### config.mk
export PLATFORM = sky130hd
export DESIGN_NAME = key_reader
export DESIGN_NICKNAME = d
export VERILOG_FILES = /design/src/rtl/key_reader.sv
export SDC_FILE = /design/constraint.sdc
export NUM_CORES = 1
export LEC_CHECK = 0
export ABC_CLOCK_PERIOD_IN_PS = 5400
export BUFFER_PORTS_ARGS = -buffer_cell sky130_fd_sc_hd__buf_2
export CORE_MARGIN = 2
export CORE_UTILIZATION = 40
export CTS_BUF_LIST = sky130_fd_sc_hd__clkbuf_16
export DETAILED_ROUTE_END_ITERATION = 7
export PLACE_DENSITY = 0.59
export SLEW_MARGIN = 20
export SYNTH_ARGS = -nofsm -noshare
export SYNTH_HDL_FRONTEND = slang
export SYNTH_HIERARCHICAL = 1
export SYNTH_SLANG_ARGS = --single-unit
### constraint.sdc
create_clock -name clk -period 5.4 [get_ports clk]
set_input_delay 0.81 -clock clk [delete_from_list [all_inputs] [get_ports clk]]
set_output_delay 0.81 -clock clk [all_outputs]
set_load 0.02 [all_outputs]
### src/rtl/key_reader.sv
// Debounced active-low key input: per-key synchroniser, debounce counter and
// hold/auto-repeat FSM producing clean level plus press/release/repeat pulses.

module key_lane #(
  parameter int DB_CNT     = 5,
  parameter int HOLD_CNT   = 20,
  parameter int REPEAT_CNT = 8
) (
  input  logic clk,
  input  logic rst_n,
  input  logic key_raw,
  output logic key_state,
  output logic key_press,
  output logic key_release,
  output logic key_repeat
);
  localparam int DBW  = $clog2(DB_CNT + 1);
  localparam int HMAX = (HOLD_CNT > REPEAT_CNT) ? HOLD_CNT : REPEAT_CNT;
  localparam int HW   = $clog2(((HMAX > 1) ? HMAX : 1) + 1);

  typedef enum logic [1:0] {IDLE, WAIT_HOLD, REPEAT} hold_t;

  logic           sync1, sync2, pressed;
  logic [DBW-1:0] db_cnt;
  logic           flip, rise, fall;
  hold_t          state, state_nx;
  logic [HW-1:0]  hcnt, hcnt_nx;
  logic           rep_nx;

  assign pressed = ~sync2;
  assign flip    = (pressed != key_state) && (db_cnt == DBW'(DB_CNT - 1));
  assign rise    = flip & ~key_state;
  assign fall    = flip &  key_state;

  always_ff @(posedge clk) begin
    if (!rst_n) begin
      sync1       <= 1'b1;
      sync2       <= 1'b1;
      db_cnt      <= '0;
      key_state   <= 1'b0;
      key_press   <= 1'b0;
      key_release <= 1'b0;
    end else begin
      sync1       <= key_raw;
      sync2       <= sync1;
      key_press   <= rise;
      key_release <= fall;
      if (pressed == key_state) db_cnt <= '0;
      else if (flip) begin
        db_cnt    <= '0;
        key_state <= ~key_state;
      end else db_cnt <= db_cnt + 1'b1;
    end
  end

  always_ff @(posedge clk) begin
    if (!rst_n) begin
      state      <= IDLE;
      hcnt       <= '0;
      key_repeat <= 1'b0;
    end else begin
      state      <= state_nx;
      hcnt       <= hcnt_nx;
      key_repeat <= rep_nx;
    end
  end

  // A falling edge overrides everything so no repeat lands on the release cycle.
  always_comb begin
    state_nx = state;
    hcnt_nx  = hcnt;
    rep_nx   = 1'b0;
    if (HOLD_CNT == 0) begin
      state_nx = IDLE;
      hcnt_nx  = '0;
    end else if (fall) begin
      state_nx = IDLE;
      hcnt_nx  = '0;
    end else begin
      case (state)
        IDLE: if (rise) begin
          state_nx = WAIT_HOLD;
          hcnt_nx  = HW'(1);
        end
        WAIT_HOLD: if (hcnt == HW'(HOLD_CNT)) begin
          rep_nx   = 1'b1;
          state_nx = REPEAT;
          hcnt_nx  = HW'(1);
        end else hcnt_nx = hcnt + 1'b1;
        REPEAT: if (hcnt == HW'(REPEAT_CNT)) begin
          rep_nx  = 1'b1;
          hcnt_nx = HW'(1);
        end else hcnt_nx = hcnt + 1'b1;
        default: state_nx = IDLE;
      endcase
    end
  end
endmodule

module key_reader #(
  parameter int CLK_FREQ    = 50_000_000,
  parameter int NKEY        = 4,
  parameter int DEBOUNCE_MS = 20,
  parameter int HOLD_MS     = 1000,
  parameter int REPEAT_MS   = 200
) (
  input  logic            clk,
  input  logic            rst_n,
  input  logic [NKEY-1:0] key_in,
  output logic [NKEY-1:0] key_state,
  output logic [NKEY-1:0] key_press,
  output logic [NKEY-1:0] key_release,
  output logic [NKEY-1:0] key_repeat
);
  localparam int DB_CNT     = CLK_FREQ / 1000 * DEBOUNCE_MS;
  localparam int HOLD_CNT   = CLK_FREQ / 1000 * HOLD_MS;
  localparam int REPEAT_CNT = CLK_FREQ / 1000 * REPEAT_MS;

  key_lane #(
    .DB_CNT(DB_CNT), .HOLD_CNT(HOLD_CNT), .REPEAT_CNT(REPEAT_CNT)
  ) u_lane [NKEY-1:0] (
    .clk        (clk),
    .rst_n      (rst_n),
    .key_raw    (key_in),
    .key_state  (key_state),
    .key_press  (key_press),
    .key_release(key_release),
    .key_repeat (key_repeat)
  );
endmodule

==> results.ini <==
[route]
vias=9550
drt_first_pass_iters=5
totalWireLength_mm=24.7
highest-signal-layer=met4
wl_met2_mm=11.0
remaining_drcs=0
detailroute.wirelength.met3_um=904
detail-route-antenna-nets=0
detail_route.wirelength.met1_mm=12.3
detail_route.iter0.violations=666
wl_per_cell_um=14.2
detail_route.vias_per_cell=5.48

[synthesis]
ys_ff_latch=216
postSynth.asyncResetShare_pct=0
post_synth.cell_area_avg_um2=8.83
yosys.cell_types.count=70
synth_common_cells=216 x dfxtp_1, 156 x nor2_1, 136 x nand3_1
top_reg_cell_synth=dfxtp_1
yosys.cell_count.top_type=dfxtp_1
post_synth_instance_area_um2=11700
yosys_warnings=6
top_cell_type_s_share_of_synthesized_area_pct=36.8
postSynthCellCount=1331
synth_edf_count=0
synth.top_cells.by_area=dfxtp_1 37%, nand3_1 5.8%, nor2_1 5.0%
synth.largest_area_cell=dfxtp_1
synth_sequential_area_ratio_pct=36.8
synthesis.nets=1365

[die]
core_area_um2=28800
pin_count=22
initial_utilization_pct=40.8
die_width_um=175
die_y_um=175
design.die.area_um2=30800
placement_rows=62

[run]
cap_viol_max_count=0

[critical_path]
cp_data_arrival_time_ps=3330
worstSetupStartpoint=u_lane[0]/db_cnt[15]
critPathLaunchType=flip-flop
critical_path.endpoint_type=flip-flop
ff_to_ff_start=u_lane[0]/db_cnt[15]
critPathMaxFanout=26
cp.required_ps=5790
setup.worst_path.class=reg2reg

[clocking]
cts_post_setup_buffers_inserted=0
number_of_clock_sinks=216
num_cts_buffers=26
clockBufferDepth=3
post_cts_hold_buffer_count=0
cts-resized-gates=0
h-tree-depth=1
clock-root-buffer=clkbuf_16
worstSkewPairLatency_ps=540
clk_pin_slew_worst_setup_hold_paths_ps=60
tritoncts_clock_tree=done

[pwr]
power.leakage_nw=3.84
net-switching-power_uw=704
peakVddDrop_mv=0.200
internal_power_mw=2.52
seqPwrFrac_pct=49.6
total_power_mw=3.22
comb_power_share_pct=1.1
sw_frac_of_total_pct=21.8
cellPowerDensity_nw_per_um2=253
pwr-share-clk_pct=49.3

[global_route]
grt_util_all_layers_pct=16.2
antenna_found_initial=0
first_global_vias=8986
overflow_after_grt=0
grt_first_pass_wirelength_mm=43.1
grt_max_degree=29

[timing]
timing_worst_slew_pin_value_ps=851
slew_headroom_pct=43.2
setup-violations-final=0
fin_setup_tns_ps=0
grt_setup_unrepaired=false
period_share_pct=54.6
fin_crit_ps=2950
maxClockFrequency_mhz=339
timing.final.hold_violations=0
fin_hold_ws_ps=406
timing.final.max_slew_violations=0
timing.clock.skew_ps=25.9

[placement]
gp_congestion=0.821
dp.cells=1695
numPortBuffers=21
place_area_um2=12000
dp_hpwl_mm=16.5

[layout]
post_layout_nonfiller_instances=1742
number_of_nets_in_the_layout=1373
layout.cell_area.non_filler_um2=12800
synthToLayoutAreaGrowth_pct=8.66
diodes=0
drive_above_1_share_pct=11.1

[min_path]
min_from=u_lane[2]/sync1
hold_path_class=reg2reg

[run_status]
run_status=finished, final reports clean

==> final timing paths <==
path,to,slack [ps],depth (start not counted)
worst max-delay path,u_lane[0]/hcnt[6],2450,7
worst min-delay path,u_lane[2]/sync2,410,1
worst max register to register,u_lane[0]/hcnt[6],2450,7
worst min register to register,u_lane[2]/sync2,410,1
==> per-layer routing <==
layer	vias up	track usage (%)
met4	0	3.96
met1	4513	22.6
met5	-	0
met3	31	2.53
met2	127	26.1
li1	4879	-
==> area by class of cell <==
| class | instances | area [µm²] |
|---|---|---|
| Clock buffer | 26 | 651 |
| Clock inverter | 21 | 125 |
| Fill cell | 2819 | 16000 |
| Inverter | 57 | 214 |
| Multi-Input combinational cell | 1011 | 6820 |
| Sequential cell | 216 | 4320 |
| Tap cell | 384 | 480 |
| Timing Repair Buffer | 27 | 150 |
==> state kept, by name, summed over array words and instances, names as in the netlist <==
register	cells
u_lane/key_state	4
u_lane/key_press	4
u_lane/key_repeat	4
u_lane/state	8
u_lane/sync2	4
u_lane/key_release	4
u_lane/sync1	4
u_lane/db_cnt	80
u_lane/hcnt	104
==> metrics by stage <==
stage / setup slack [ps] / util (%)
final: 2450 / 44.4
after global routing: 2170 / 44.4
after CTS: 2420 / 44.4
after detailed placement: 2190 / 41.7
after global placement: 2260 / 41.6
after floorplan: 3380 / -
==> cell usage in the layout (no fill, tap or decap), types with 8 or more instances in the layout <==
cell type  instances
nand2_1          131
nor3_1            40
nand3_1          136
nor2_1           155
nand3b_1          10
a211oi_1           9
nand4_1           44
o311ai_4          21
or2_2             10
and3_1            27
xor2_1            49
clkbuf_16         26
xnor2_1           26
nor4_1            12
o311ai_2           9
and4_1            16
buf_2             21
o31ai_1           32
o21ai_0           11
a31oi_1           23
dfxtp_1          216
nand2b_1          12
ha_1              28
or3_1             11
nor4b_2            8
a21oi_1           25
a22oi_1           20
and2_1            22
inv_1             68
==> cell families (layout without fill, tap and decap cells) <==
| logic type | after synthesis | after routing | synth area share [%] |
|---|---|---|---|
| xor+xnor | 75 | 75 | 5.59 |
| simple gates | 693 | 693 | 31.4 |
| flops | 216 | 216 | 36.8 |
| buf+inv | 104 | 131 | 5.15 |
| fa+ha+maj | 28 | 28 | 2.98 |
| compound gates | 215 | 215 | 18.1 |
==> critical path, cell delays in order, from the launching register on <==
cell and delay (ps):
dfxtp_1 340, nor4b_1 640, nand4_1 190, o21ai_2 600
a211oi_4 40, buf_4 260, nand2_2 570, o311ai_4 150
==> power groups by stage <==
stage / registers, mW / logic (mW) / clock network, mW
floorplan: 1.63 / 0.0252 / 0
global placement: 1.63 / 0.0354 / 0
detailed placement: 1.63 / 0.0362 / 0
CTS: 1.60 / 0.0362 / 1.65
global route: 1.60 / 0.0399 / 1.71
finish: 1.60 / 0.0351 / 1.59
Note: power is estimated with default switching activity, not from simulation.
